### src/rtl/controlador_pkg.sv
// Shared constants for the accumulator controller: opcodes, FSM encodings,
// display refresh default, 7-segment patterns and the decimal split helper.
package controlador_pkg;

    localparam logic [1:0] OP_LOAD  = 2'b00;
    localparam logic [1:0] OP_ADD   = 2'b01;
    localparam logic [1:0] OP_SUB   = 2'b10;
    localparam logic [1:0] OP_CLEAR = 2'b11;

    localparam logic [1:0] ST_IDLE  = 2'b00;
    localparam logic [1:0] ST_EXEC  = 2'b01;
    localparam logic [1:0] ST_WRITE = 2'b10;

    localparam int REFRESH_DIV_DEFAULT = 50000;

    localparam logic [1:0] DIG_UNITS = 2'd0;
    localparam logic [1:0] DIG_TENS  = 2'd1;
    localparam logic [1:0] DIG_SIGN  = 2'd2;

    // Codes 0..9 are decimal digits; these two select the non-numeric glyphs.
    localparam logic [3:0] CODE_MINUS = 4'hA;
    localparam logic [3:0] CODE_BLANK = 4'hF;

    // Active-low {g,f,e,d,c,b,a}
    localparam logic [6:0] SEG_MINUS = 7'b0111111;
    localparam logic [6:0] SEG_BLANK = 7'b1111111;
    localparam logic [9:0][6:0] SEG_DIGIT = {
        7'b0010000, 7'b0000000, 7'b1111000, 7'b0000010, 7'b0010010,
        7'b0011001, 7'b0110000, 7'b0100100, 7'b1111001, 7'b1000000
    };

    typedef struct packed {
        logic       neg;
        logic [3:0] tens;
        logic [3:0] units;
    } disp_t;

    function automatic disp_t to_disp(input logic [5:0] r);
        disp_t      d;
        logic [5:0] mag;
        mag     = r[5] ? (~r + 6'd1) : r;
        d.neg   = r[5];
        d.tens  = 4'(mag / 6'd10);
        d.units = 4'(mag % 6'd10);
        return d;
    endfunction

endpackage

### src/rtl/decod7seg.sv
// Digit code to active-low 7-segment pattern; codes above 9 give minus or blank.
module decod7seg
    import controlador_pkg::*;
(
    input  logic [3:0] digit_i,
    output logic [6:0] seg_o
);

    always_comb begin
        seg_o = SEG_BLANK;
        if (digit_i <= 4'd9) begin
            seg_o = SEG_DIGIT[digit_i];
        end else if (digit_i == CODE_MINUS) begin
            seg_o = SEG_MINUS;
        end
    end

endmodule

### src/rtl/somador4bits.sv
// 4-bit adder/subtractor with a 6-bit two's-complement result; te0=1 subtracts b.
module somador4bits (
    input  logic [3:0] a,
    input  logic [3:0] b,
    input  logic       te0,
    output logic [5:0] s
);

    logic [5:0] b_ext;

    assign b_ext = {2'b00, b} ^ {6{te0}};
    assign s     = {2'b00, a} + b_ext + {5'b00000, te0};

endmodule

### src/rtl/controlador_somador.sv
// Accumulator controller: LOAD/ADD/SUB/CLEAR through a shared adder, with a
// multiplexed three-digit signed decimal display of the last result.
//
// state    | meaning
// ---------+-----------------------------------------------------------
// ST_IDLE  | ready; accepts a command, registers op and operand
// ST_EXEC  | adder fed with acc and registered operand, sum captured
// ST_WRITE | acc, resultado and flags updated on leaving; done follows
module controlador_somador
    import controlador_pkg::*;
#(
    parameter int REFRESH_DIV = REFRESH_DIV_DEFAULT
) (
    input  logic       clk,
    input  logic       rst_n,
    input  logic       start,
    input  logic [1:0] op,
    input  logic [3:0] operando,
    output logic       ready,
    output logic       done,
    output logic [3:0] acc,
    output logic [5:0] resultado,
    output logic       ovf,
    output logic       unf,
    output logic [6:0] seg,
    output logic [2:0] an
);

    localparam int CW = (REFRESH_DIV > 1) ? $clog2(REFRESH_DIV) : 1;
    localparam logic [CW-1:0] CNT_LAST = CW'(REFRESH_DIV - 1);

    logic [1:0]    state_q, state_d;
    logic [1:0]    op_q, op_d;
    logic [3:0]    opnd_q, opnd_d;
    logic [5:0]    sum_q, sum_d;
    logic [3:0]    acc_q, acc_d;
    logic [5:0]    res_q, res_d;
    logic          ovf_q, ovf_d;
    logic          unf_q, unf_d;
    logic          done_q, done_d;
    logic [5:0]    disp_q;
    logic [CW-1:0] cnt_q, cnt_d;
    logic [1:0]    sel_q, sel_d;

    logic [5:0]    soma;
    logic          te0;
    disp_t         digits;
    logic [3:0]    code;

    assign te0 = (op_q == OP_SUB);

    somador4bits u_somador (
        .a   (acc_q),
        .b   (opnd_q),
        .te0 (te0),
        .s   (soma)
    );

    always_comb begin
        state_d = state_q;
        op_d    = op_q;
        opnd_d  = opnd_q;
        sum_d   = sum_q;
        acc_d   = acc_q;
        res_d   = res_q;
        ovf_d   = ovf_q;
        unf_d   = unf_q;
        done_d  = 1'b0;
        case (state_q)
            ST_IDLE: begin
                if (start) begin
                    op_d    = op;
                    opnd_d  = operando;
                    state_d = ST_EXEC;
                end
            end
            ST_EXEC: begin
                sum_d   = soma;
                state_d = ST_WRITE;
            end
            ST_WRITE: begin
                state_d = ST_IDLE;
                done_d  = 1'b1;
                case (op_q)
                    OP_LOAD: begin
                        res_d = {2'b00, opnd_q};
                        acc_d = opnd_q;
                    end
                    OP_ADD: begin
                        res_d = sum_q;
                        // ADD results span 0..30, so bit 4 alone flags >15
                        if (sum_q[4]) begin
                            acc_d = 4'd15;
                            ovf_d = 1'b1;
                        end else begin
                            acc_d = sum_q[3:0];
                        end
                    end
                    OP_SUB: begin
                        res_d = sum_q;
                        if (sum_q[5]) begin
                            acc_d = 4'd0;
                            unf_d = 1'b1;
                        end else begin
                            acc_d = sum_q[3:0];
                        end
                    end
                    OP_CLEAR: begin
                        res_d = 6'd0;
                        acc_d = 4'd0;
                        ovf_d = 1'b0;
                        unf_d = 1'b0;
                    end
                endcase
            end
            default: state_d = ST_IDLE;
        endcase
    end

    always_comb begin
        cnt_d = cnt_q + CW'(1);
        sel_d = sel_q;
        if (cnt_q == CNT_LAST) begin
            cnt_d = '0;
            case (sel_q)
                DIG_UNITS: sel_d = DIG_TENS;
                DIG_TENS:  sel_d = DIG_SIGN;
                default:   sel_d = DIG_UNITS;
            endcase
        end
    end

    always_ff @(posedge clk) begin
        if (!rst_n) begin
            state_q <= ST_IDLE;
            op_q    <= OP_LOAD;
            opnd_q  <= 4'd0;
            sum_q   <= 6'd0;
            acc_q   <= 4'd0;
            res_q   <= 6'd0;
            ovf_q   <= 1'b0;
            unf_q   <= 1'b0;
            done_q  <= 1'b0;
            disp_q  <= 6'd0;
            cnt_q   <= '0;
            sel_q   <= DIG_UNITS;
        end else begin
            state_q <= state_d;
            op_q    <= op_d;
            opnd_q  <= opnd_d;
            sum_q   <= sum_d;
            acc_q   <= acc_d;
            res_q   <= res_d;
            ovf_q   <= ovf_d;
            unf_q   <= unf_d;
            done_q  <= done_d;
            disp_q  <= res_q;
            cnt_q   <= cnt_d;
            sel_q   <= sel_d;
        end
    end

    // The display works from a one-cycle-delayed copy of resultado.
    assign digits = to_disp(disp_q);

    always_comb begin
        code = digits.units;
        an   = 3'b110;
        case (sel_q)
            DIG_TENS: begin
                code = digits.tens;
                an   = 3'b101;
            end
            DIG_SIGN: begin
                code = digits.neg ? CODE_MINUS : CODE_BLANK;
                an   = 3'b011;
            end
            default: begin
                code = digits.units;
                an   = 3'b110;
            end
        endcase
    end

    decod7seg u_decod (
        .digit_i (code),
        .seg_o   (seg)
    );

    assign ready     = (state_q == ST_IDLE);
    assign done      = done_q;
    assign acc       = acc_q;
    assign resultado = res_q;
    assign ovf       = ovf_q;
    assign unf       = unf_q;

endmodule

### config.mk
export PLATFORM = sky130hd
export DESIGN_NAME = controlador_somador
export DESIGN_NICKNAME = d
export VERILOG_FILES = /design/src/rtl/controlador_pkg.sv /design/src/rtl/decod7seg.sv /design/src/rtl/somador4bits.sv /design/src/rtl/controlador_somador.sv
export SDC_FILE = /design/constraint.sdc
export NUM_CORES = 1
export LEC_CHECK = 0
export BUFFER_PORTS_ARGS = -buffer_cell sky130_fd_sc_hd__buf_2
export CORE_MARGIN = 10
export CORE_UTILIZATION = 60
export CTS_CLUSTER_DIAMETER = 100
export CTS_CLUSTER_SIZE = 24
export DETAILED_ROUTE_END_ITERATION = 16
export PLACE_DENSITY = 0.85
export SYNTH_ARGS = -nofsm -noshare
export SYNTH_HDL_FRONTEND = slang
export SYNTH_SLANG_ARGS = --single-unit
### constraint.sdc
create_clock -name clk -period 7.75 [get_ports clk]
set_clock_uncertainty 0.2 [all_clocks]
set_input_delay 0 -clock clk [delete_from_list [all_inputs] [get_ports clk]]
set_output_delay 0 -clock clk [all_outputs]
set_load 0.02 [all_outputs]
==> summary.md, run 1 <==
| Metric | Value |
|---|---|
| Maximum VDD drop | between 200 and 250 uV |
| Global Route met2 Usage | 0.2737 |
| Site Rows | 26 |
| Max Slew Vio Count | 0 |
| First-pass GRT wire length | around 11000 microns |
| Levels on crit path | 19 |
| Postcts setup bufs | 0 |
| Fin Setup TNS | 0 ns |
| Buf/Inv on CP | 4 |
| Kind of cell adding the most delay to the critical path | compound AO/OA/AOI/OAI gates |
| Post-Place Cells | 443 |
| Post-layout net count | between 400 and 500 |
| Post-synth top area cell | dfxtp_1 |
| Seq/Total Area, Yosys | 0.3309 |
| RR Startpoint | op_q[0]$_SDFFE_PN0P_ |
| Die span in y | 91.71 microns |
| Mapped cell area | between 3000 and 4000 sq um |
| Clk_lat worst skew | ~0.3 ns |
| Syn nets | 389 |
| Clock root cell | clkbuf_8 |
| Finish-stage setup viols | 0 |
| Initial antenna violation count | 0 |
| RSZ-0062 raised after global routing | false |
| Layer with the highest usage | met2 |
| Post-route DRC violation count | 0 |
| Longest Clk Path Bufs | 2 |
| Area growth syn-to-layout | 12.37% |
| Synth Flop Type | dfxtp_1 |
| CP cell instances | inv_1 > ha_1 > or3b_4 > a221oi_4 > ha_1 > a21oi_2 > a21boi_1 > o21ai_2 > or2_4 > a21oi_1 > mux2_2 > inv_1 > ha_1 > nor2_1 > inv_1 > nor2_1 > mux2i_1 > a21oi_1 > buf_2 |
| Cts repair resizes | 0 |
| Post-synth top area share | 0.3309 |
| CP max stage cell | a221oi_4 |
| Seq cells post-synth | 51 |
| Avg Cell Area, Syn | between 8 and 9 sq um |
| GRT Resource Usage Total | 0.1496 |
| Kind of critical path | reg2out |
| Vias/cell | about 5.4 |
| Layout cell share with drive strength beyond 1 | 0.1378 |
| Worst hold stages | 1 |
| CTS tree | built |
| Power, Total | just over 500 uW |
| Full die area | ~8400 sq um |
| Post-synth EDFFs | 0 |
| Hold path startpoint | cnt_q[0]$_SDFF_PP0_ |
| Dpl hpwl | around 4600 microns |
| GPL Wtd Cong | around 0.84 |
| Drt first pass iters | 4 |
| Clock Pin Slew Worst Setup and Hold Paths | 0.10 ns |
| Number of global-route vias before repair | ~2500 |
| Startpoint types | flop |
| Final core occ | 0.6876 |
| Post-route ant nets | 0 |
| Req. time, crit path | ~7.6 ns |
| Final Non-Filler Cells | about 460 |
| Max_cap viols | 0 |
| Status | completed |
| Final hold vios | 0 |
| PD cells | approximately 150 nW/um^2 |
| Total grt overflow | 0 |
| Worst slew margin | 0.3311 |
| Detailed Route WL | between 6000 and 7000 microns |
| Critical path origin | disp_q[0]$_SDFF_PN0_ |
| Fin crit period | approximately 4.8 ns |
| Leak Pwr | ~1.5 nW |
| Num CTS Buffers | 5 |
| Syn. warnings | 0 |
| # clock sinks | 51 |
| GRT met1 Usage | 0.1651 |
| Arrival time worst endpoint | roughly 4.6 ns |
| Dpl ws | ~3.3 ns |
| Initial Util | 0.6119 |
| Grt met3 use | 0.03749 |
| Commonest cells post-synth | dfxtp_1 (51), nor2_1 (36), ha_1 (23) |
| Asr flop ratio synth | 0 |
| Die width | 91.71 microns |
| Clock H-tree levels | 2 |
| Final worst slack | 2.958 ns |
| Largest net degree at the start of global routing | 35 |
| CP max stage delay | 0.43 ns |
| Routed WL per cell | between 10 and 15 microns |
| CP Max Fanout | 8 |
| Number of diodes | 0 |
| Distinct cells, synth | 58 |
| Most frequent cell after synthesis | dfxtp_1 |
| Routed vias | around 2500 |
| Fin crit share | 0.6183 |
| Core ar. | about 5000 sq um |
| CP Capture Type | primary output |
| DRT iter0 DRCs | 89 |
| # IOs | 33 |
| Fmax | 0.2087 GHz |
| Cells after Synth | 356 |
| # port buffers | 32 |
| Hold Path Class | reg2reg |
| Reg2reg path depth | 9 |
| Synth top area cells | dfxtp_1 (33%), ha_1 (9.3%), nor2b_1 (4.5%), nor2_1 (4.4%), xnor2_1 (3.7%) |
| Slew @ Worst Pin | 1.001 ns |
==> final cells by class <==
cell class | count | area (sq um)
multi-input cells | 271 | 1918
fillers | 390 | 1575
flip-flops and latches | 51 | 1021
repair buffers | 43 | 270.3
well taps | 70 | 87.58
clock buffers | 6 | 82.58
inverters | 19 | 71.32
clock inverters | 2 | 16.27
==> placed cells by master, fill, tap and decap left out, types with 2 or more instances in the layout <==
| cell | n |
|---|---|
| nand3_1 | 10 |
| xor2_1 | 11 |
| and3_1 | 8 |
| buf_2 | 32 |
| or3_1 | 3 |
| mux2_2 | 3 |
| nand2b_1 | 9 |
| nor2b_1 | 22 |
| ha_1 | 23 |
| clkbuf_8 | 6 |
| xnor2_1 | 13 |
| o21ai_0 | 18 |
| inv_1 | 19 |
| a211o_1 | 3 |
| nand4_1 | 2 |
| dlygate4sd3_1 | 11 |
| o311ai_0 | 2 |
| o211a_1 | 2 |
| o211ai_1 | 2 |
| nor2_1 | 36 |
| a21o_1 | 4 |
| a31oi_1 | 10 |
| and2_1 | 15 |
| a21oi_1 | 13 |
| a22oi_1 | 3 |
| nor3_2 | 2 |
| mux2i_1 | 11 |
| dfxtp_1 | 51 |
| nand2_1 | 17 |
==> power breakdown <==
group          internal [mW]  switching [mW]  total [mW]
Sequential             0.270         0.00686       0.277
Combinational         0.0317          0.0395      0.0711
Clock                 0.0730          0.0877       0.161
Total                  0.375           0.134       0.509
==> sequential cells by signal (all words and copies together), names as in the netlist <==
register	cells
cnt_q	16
disp_q	6
resultado	6
sum_q	6
acc	4
opnd_q	4
op_q	2
sel_q	2
state_q	2
done	1
ovf	1
unf	1
==> worst paths after layout <==
check	to	slack (ns)
worst max-delay path	seg[6]	2.96
worst min-delay path	cnt_q[0]$_SDFF_PP0_	0.24
worst max register to register	sum_q[4]$_SDFFE_PN0N_	5.24
worst min register to register	cnt_q[0]$_SDFF_PP0_	0.24
==> what timing repair did <==
| action | CTS | global route |
|---|---|---|
| endpoints found under the setup margin | 0 | 0 |
| hold endpoints to repair | 16 | 0 |
| hold buffers | 11 | 0 |
==> routing by layer <==
metal  share of wire  wire [microns]
met5               0               0
met1            0.44            2686
met4           0.010              63
met2            0.50            3054
met3           0.048             292
==> per-stage QoR <==
stage	hold WS (ns)	cell area, sq um
global placement	0.03371	3258
finish	0.2396	3467
detailed placement	0.04904	3258
floorplan	-0.05408	3085
CTS	0.2477	3467
global route	0.2797	3467
==> kinds of logic after synthesis <==
logic type	Yosys count	synth area share
AND/OR/NAND/NOR	136	0.2380
AO/OA/AOI/OAI	73	0.1691
flip-flops	51	0.3309
buffers and inverters	34	0.04745
XOR/XNOR	24	0.06813
adder cells (fa/ha/maj)	24	0.09976
multiplexers	14	0.04663
Note: power is estimated with default switching activity, not from simulation.
==> run 2, diff against run 1 <==
--- a/config.mk
+++ b/config.mk
@@ -7,11 +7,11 @@
 export LEC_CHECK = 0
 export BUFFER_PORTS_ARGS = -buffer_cell sky130_fd_sc_hd__buf_2
 export CORE_MARGIN = 10
-export CORE_UTILIZATION = 60
+export CORE_UTILIZATION = 53
 export CTS_CLUSTER_DIAMETER = 100
 export CTS_CLUSTER_SIZE = 24
 export DETAILED_ROUTE_END_ITERATION = 16
-export PLACE_DENSITY = 0.85
+export PLACE_DENSITY = 0.8
 export SYNTH_ARGS = -nofsm -noshare
 export SYNTH_HDL_FRONTEND = slang
 export SYNTH_SLANG_ARGS = --single-unit
==> constraint.sdc (replaced) <==
create_clock -name clk -period 4.35 [get_ports clk]
set_clock_uncertainty 0.2 [all_clocks]
set_input_delay 0 -clock clk [delete_from_list [all_inputs] [get_ports clk]]
set_output_delay 0 -clock clk [all_outputs]
set_load 0.02 [all_outputs]
==> run 2 against run 1 <==
Effect of this change:
- cell count up 4.1%
- global-route usage down 1.4 points
- sequential share of layout area down 1.9 points
- combinational power up 97%
- first-iteration DRC count up 20%
- worst setup slack worse by 2.9 ns
- sequential cell count unchanged
- non-clock buffer count up 17
- critical path type unchanged
==> summary.md, run 2 (synthesized netlist as in run 1, its figures left out) <==
| Metric | Value |
|---|---|
| Fin crit share | 0.9805 |
| Max_cap viols | 0 (unchanged) |
| Clock Pin Slew Worst Setup and Hold Paths | 0.09 ns (about the same) |
| Register share of total power | 0.512 (-0.032) |
| Worst slew margin | 0.3785 (+0.04742) |
| PD cells | 259.3 nW/um^2 (+77%) |
| Leak Pwr | 1.599 nW (+6.3%) |
| CP Max Fanout | 5 (-3) |
| Final hold vios | 0 (unchanged) |
| CP cell instances | o31ai_2 > mux2_2 > ha_1 > o311ai_0 > a211o_1 > a211o_1 > o21ai_2 > or2_4 > a21oi_1 > mux2_4 > inv_4 > ha_4 > inv_1 > or3_1 > o211ai_1 > buf_4 |
| Total grt overflow | 0 (unchanged) |
| Fmax | 0.2345 GHz |
| # clock sinks | 51 (unchanged) |
| Hold Path Class | reg2reg |
| Layout cell share with drive strength beyond 1 | 0.2200 (+0.08229) |
| Die span in y | 96.30 microns (+5.0%) |
| First-pass GRT wire length | 10530 microns (-3.2%) |
| Routed WL per cell | 13.57 microns (+2.8%) |
| Initial Util | 0.5535 (-0.05838) |
| Combinational power share | 0.145 (+0.005) |
| Finished Cell Area | 3720 sq um (+7.3%) |
| Vias/cell | 5.412 (-0.51%) |
| Arrival time worst endpoint | 4.07 ns (-0.52 ns) |
| Max Slew Vio Count | 0 (unchanged) |
| Switching Fraction | 0.2415 (-0.02197) |
| Dpl hpwl | 4516 microns (-1.3%) |
| Clock Power Share | 0.343 (+0.027) |
| Switching Power | 233.0 uW (+74%) |
| Max reg flops | 16 (unchanged) |
| Number of global-route vias before repair | 2505 (+0.80%) |
| Site Rows | 27 (+3.8%) |
| Fin crit period | between 4 and 5 ns |
| Clk_lat worst skew | 0.29 ns (about the same) |
| Num CTS Buffers | 5 (unchanged) |
| Status | completed |
| CP Capture Type | primary output |
| Finish-stage setup viols | 0 (unchanged) |
| Full die area | 9274 sq um (+10%) |
| DRT iter0 DRCs | 107 (+20%) |
| Kind of critical path | reg2out |
| GRT met1 Usage | 0.1544 (-0.01070) |
| Grt met3 use | 0.02724 (-0.01025) |
| Final core occ | 0.6673 (-0.02025) |
| Maximum VDD drop | 249.7 uV (+23%) |
| Most frequent cells in the layout | dfxtp_1 (48), nor2_1 (34), buf_2 (30) |
| Clock root cell | clkbuf_8 |
| # IOs | 33 (unchanged) |
| Drt first pass iters | 4 (unchanged) |
| Number of diodes | 0 (unchanged) |
| CP max stage cell | mux2_2 |
| Initial antenna violation count | 0 (unchanged) |
| Die width | 96.30 microns (+5.0%) |
| Startpoint types | flop |
| Routed vias | 2603 (+3.6%) |
| GPL Wtd Cong | 0.8502 (+1.5%) |
| # port buffers | 32 (unchanged) |
| Clock H-tree levels | 2 (unchanged) |
| Top reg by flops | cnt_q |
| Req. time, crit path | 4.15 ns (-3.40 ns) |
| CTS tree | built |
| Post-layout net count | 441 (+4.0%) |
| Post-route ant nets | 0 (unchanged) |
| Global Route met2 Usage | 0.2483 (-0.02538) |
| Core ar. | 5574 sq um (+11%) |
| Largest net degree at the start of global routing | 35 (unchanged) |
| Detailed Route WL | 6529 microns (+7.1%) |
| Area growth syn-to-layout | 20.56% |
| CP max stage delay | 0.43 ns (about the same) |
| Post-route DRC violation count | 0 (unchanged) |
| Top cell by count, worst path | a211o_1 |
| Layer with the highest usage | met2 |
| Worst hold slack | 0.2608 ns (+0.02122 ns) |
| GRT Resource Usage Total | 0.1359 (-0.01368) |
| Commonest non-fill, non-tap cell in the layout | dfxtp_1 |
| P_int | 731.7 uW (+95%) |
| Placed Area | 3291 sq um (+1.0%) |
| Longest Clk Path Bufs | 2 (unchanged) |
| Slew @ Worst Pin | 0.9303 ns (-0.07098 ns) |
## run 2: changes by cell type in the layout (fill, tap and decap cells not counted), moves of 4 or more
cell,delta
ha_1,-4
ha_4,+4
buf_4,+21
inv_1,-4
## run 2: metrics by stage
stage	total power, mW	std cells	setup TNS, ns	worst slack [ns]
after floorplan	0.5940	356	0	0.2188
after global placement	0.6193	449	0	0.2468
after detailed placement	0.6236	449	0	0.1672
after CTS	0.9632	465	0	0.0003366
after global routing	1.011	481	-0.2009	-0.06309
final	0.9646	481	0	0.08491
## run 2: what timing repair did
action	in CTS	in global routing
resized for setup	6	21
setup endpoints to repair	7	7
pin swaps	3	11
hold buffers	8	0
setup buffers	0	16
endpoints found under the hold margin	13	0
## run 2: routing by layer
| layer | routed length, microns | vias to the layer above |
|---|---|---|
| met1 | 2963 | 1207 |
| met2 | 3234 | 56 |
| met5 | 0 | - |
| met4 | 96 | 0 |
| li1 | - | 1329 |
| met3 | 235 | 11 |
## run 2: power groups by stage
stage | logic (mW) | registers (mW) | clock network, mW
2_1_floorplan | 0.0886 | 0.505 | 0
3_3_place_gp | 0.116 | 0.503 | 0
3_5_place_dp | 0.120 | 0.504 | 0
4_1_cts | 0.128 | 0.494 | 0.342
5_1_grt | 0.155 | 0.496 | 0.359
6_report | 0.140 | 0.494 | 0.331
## run 2: final cells by class
| cell class | count | area (sq um) |
|---|---|---|
| clock buffer | 6 | 82.58 |
| clock inverter | 2 | 35.03 |
| fill | 457 | 1854 |
| inverter | 19 | 73.82 |
| multi-input combinational | 271 | 2014 |
| sequential | 51 | 1025 |
| tap | 72 | 90.09 |
| timing repair buffer | 60 | 399.1 |
## run 2: path summary, 6_finish.rpt
check	from	to	slack, ns	cells after the start
min	cnt_q[0]$_SDFF_PP0_	cnt_q[0]$_SDFF_PP0_	0.26	1
min reg2reg	cnt_q[0]$_SDFF_PP0_	cnt_q[0]$_SDFF_PP0_	0.26	1
max	disp_q[1]$_SDFF_PN0_	seg[3]	0.08	16
max reg2reg	op_q[0]$_SDFFE_PN0P_	sum_q[4]$_SDFFE_PN0N_	1.86	9
## run 2: worst max-delay path: cells and delay by family, from the launching register on
| kind | cells | cell delay (ns) |
|---|---|---|
| fa+ha+maj | 2 | 0.45 |
| flops | 1 | 0.35 |
| compound gates | 7 | 1.37 |
| simple gates | 2 | 0.56 |
| mux | 2 | 0.74 |
| buf+inv | 3 | 0.29 |
==> run 3, diff against run 2 <==
--- a/config.mk
+++ b/config.mk
@@ -11,6 +11,7 @@
 export CTS_CLUSTER_DIAMETER = 100
 export CTS_CLUSTER_SIZE = 24
 export DETAILED_ROUTE_END_ITERATION = 16
+export MAX_ROUTING_LAYER = met4
 export PLACE_DENSITY = 0.8
 export SYNTH_ARGS = -nofsm -noshare
 export SYNTH_HDL_FRONTEND = slang
==> run 3 against run 2 <==
Effect of this change:
- combinational power about the same
- die area unchanged
- final area unchanged
- sequential power about the same
- critical path depth unchanged
- routed wire length about the same
- maximum frequency about the same
- sequential cell count unchanged
- non-clock buffer count unchanged
- clock power about the same
==> summary.md, run 3 (synthesized netlist as in run 1, its figures left out) <==
| Metric | Value |
|---|---|
| Vias/cell | 5.401 (-0.19%) |
| Hold path startpoint | cnt_q[0]$_SDFF_PP0_ |
| Slew @ Worst Pin | 0.9316 ns (+0.001281 ns) |
| Power, Total | 965.0 uW (about the same) |
| Final hold vios | 0 (unchanged) |
| Top reg by flops | cnt_q |
| Routed WL per cell | 13.59 microns (about the same) |
| Max_cap viols | 0 (unchanged) |
| Post-route DRC violation count | 0 (unchanged) |
| Leak Pwr | 1.599 nW (unchanged) |
| Clock root cell | clkbuf_8 |
| Clock Pin Slew Worst Setup and Hold Paths | 0.09 ns (about the same) |
| RR Startpoint | op_q[0]$_SDFFE_PN0P_ |
| Num CTS Buffers | 5 (unchanged) |
| GPL Wtd Cong | 0.8636 (+1.6%) |
| CTS tree | built |
| Arrival time worst endpoint | 4.07 ns (about the same) |
| GRT met1 Usage | 0.1558 (+0.001367) |
| Startpoint types | flop |
| First-pass GRT wire length | 10540 microns (+0.13%) |
| Post-route ant nets | 0 (unchanged) |
| # IOs | 33 (unchanged) |
| Crit Reg-Reg Endpoint | sum_q[4]$_SDFFE_PN0N_ |
| Post-Place Cells | 449 (unchanged) |
| Max Slew Vio Count | 0 (unchanged) |
| PD cells | 259.4 nW/um^2 (about the same) |
| # clock sinks | 51 (unchanged) |
| Layer with the highest usage | met2 |
| Worst hold stages | 1 (unchanged) |
| Core ar. | 5574 sq um (unchanged) |
| DRT iter0 DRCs | 102 (-4.7%) |
| Grt met3 use | 0.02568 (-0.001556) |
| Placed Area | 3291 sq um (unchanged) |
| Detailed Route WL | 6535 microns (about the same) |
| Fmax | 0.2345 GHz (about the same) |
| Post-layout net count | 441 (unchanged) |
| GRT Resource Usage Total | 0.1401 (+0.004181) |
| Number of global-route vias before repair | 2504 (-0.040%) |
| Layout cell share with drive strength beyond 1 | 0.2200 (unchanged) |
| Global Route met2 Usage | 0.2483 (unchanged) |
| Dpl hpwl | 4516 microns (unchanged) |
| Full die area | 9274 sq um (unchanged) |
| # port buffers | 32 (unchanged) |
| FF-to-FF setup slack | 1.86 ns (about the same) |
| Fin crit share | 0.9805 (about the same) |
| Status | completed |
| Final Non-Filler Cells | 481 (unchanged) |
| Longest Clk Path Bufs | 2 (unchanged) |
| Hold worst-path end | cnt_q[0]$_SDFF_PP0_ |
| Max reg flops | 16 (unchanged) |
| Worst slew margin | 0.3777 (-0.0008560) |
| Site Rows | 27 (unchanged) |
| CP Max Fanout | 5 (unchanged) |
| Clock H-tree levels | 2 (unchanged) |
| Hold Path Class | reg2reg |
| Req. time, crit path | 4.15 ns (about the same) |
| Number of diodes | 0 (unchanged) |
| Reg2reg path depth | 9 (unchanged) |
| FILL cells | 457 (unchanged) |
| Most frequent cells in the layout | dfxtp_1 (48), nor2_1 (34), buf_2 (30) |
| Routed vias | 2598 (-0.19%) |
| Kind of critical path | reg2out |
| Drt first pass iters | 4 (unchanged) |
| Finished Cell Area | 3720 sq um (unchanged) |
| Clk_lat worst skew | 0.29 ns (about the same) |
| Total grt overflow | 0 (unchanged) |
| Largest net degree at the start of global routing | 35 (unchanged) |
| Initial Util | 0.5535 (unchanged) |
| Commonest non-fill, non-tap cell in the layout | dfxtp_1 |
| Area growth syn-to-layout | 20.56% (unchanged) |
| Maximum VDD drop | 249.5 uV (about the same) |
| Die span in y | 96.30 microns (unchanged) |
| Finish-stage setup viols | 0 (unchanged) |
| Die width | 96.30 microns (unchanged) |
| CP Capture Type | primary output |
| Fin crit period | 4.265 ns (+0.0002083 ns) |
| Initial antenna violation count | 0 (unchanged) |
run 3: cell counts in the layout (fill, tap and decap cells not counted):
Identical to the previous run, type by type.
run 3: worst max-delay path by stage:
stage / from / to / slack, ns
floorplan: disp_q[0]$_SDFF_PN0_ / seg[6] / 0.22
global placement: disp_q[0]$_SDFF_PN0_ / seg[6] / 0.25
detailed placement: disp_q[0]$_SDFF_PN0_ / seg[6] / 0.17
CTS: disp_q[1]$_SDFF_PN0_ / seg[3] / 0.0003
global route: disp_q[1]$_SDFF_PN0_ / seg[6] / -0.06
finish: disp_q[1]$_SDFF_PN0_ / seg[3] / 0.08
run 3: layer usage:
| metal | wire, microns | up-vias | part of all wire |
|---|---|---|---|
| li1 | - | 1328 | - |
| met1 | 3001 | 1205 | 0.46 |
| met2 | 3217 | 56 | 0.49 |
| met3 | 225 | 9 | 0.034 |
| met4 | 91 | 0 | 0.014 |
| met5 | 0 | - | 0 |
run 3: critical path: stages (launching register included):
cell	delay (ns)
dfxtp_2	0.35
o31ai_2	0.36
mux2_2	0.43
ha_1	0.30
o311ai_0	0.18
a211o_1	0.29
a211o_1	0.29
o21ai_2	0.09
or2_4	0.18
a21oi_1	0.07
mux2_4	0.31
inv_4	0.08
ha_4	0.15
inv_1	0.04
or3_1	0.38
o211ai_1	0.09
buf_4	0.17
run 3: per-stage QoR:
stage | worst slack [ns] | setup TNS, ns | utilization | hold WS [ns]
CTS | 0.0003366 | 0 | 0.6323 | 0.2648
finish | 0.08470 | 0 | 0.6673 | 0.2610
detailed placement | 0.1672 | 0 | 0.5903 | 0.05687
global route | -0.06309 | -0.2009 | 0.6673 | 0.2908
global placement | 0.2468 | 0 | 0.5903 | 0.03387
floorplan | 0.2188 | 0 | - | -0.05408
run 3: area by class of cell:
type / instances / area (sq um) / share of cell area
clock inverter: 2 / 35.03 / 0.009418
inverter: 19 / 73.82 / 0.01985
tap: 72 / 90.09 / 0.02422
multi-input combinational: 271 / 2014 / 0.5415
sequential: 51 / 1025 / 0.2755
timing repair buffer: 60 / 399.1 / 0.1073
clock buffer: 6 / 82.58 / 0.02220
run 3: repair_timing:
action                     CTS  global route
pin swaps                    3            11
hold buffers                 8             0
setup buffers                0            16
setup endpoints to repair    7             7
hold endpoints to repair    13             0
resized for setup            6            21
run 3: report_power, final:
group | internal [mW] | switching, mW
clock | 0.186 | 0.145
combinational | 0.0644 | 0.0753
sequential | 0.481 | 0.0127
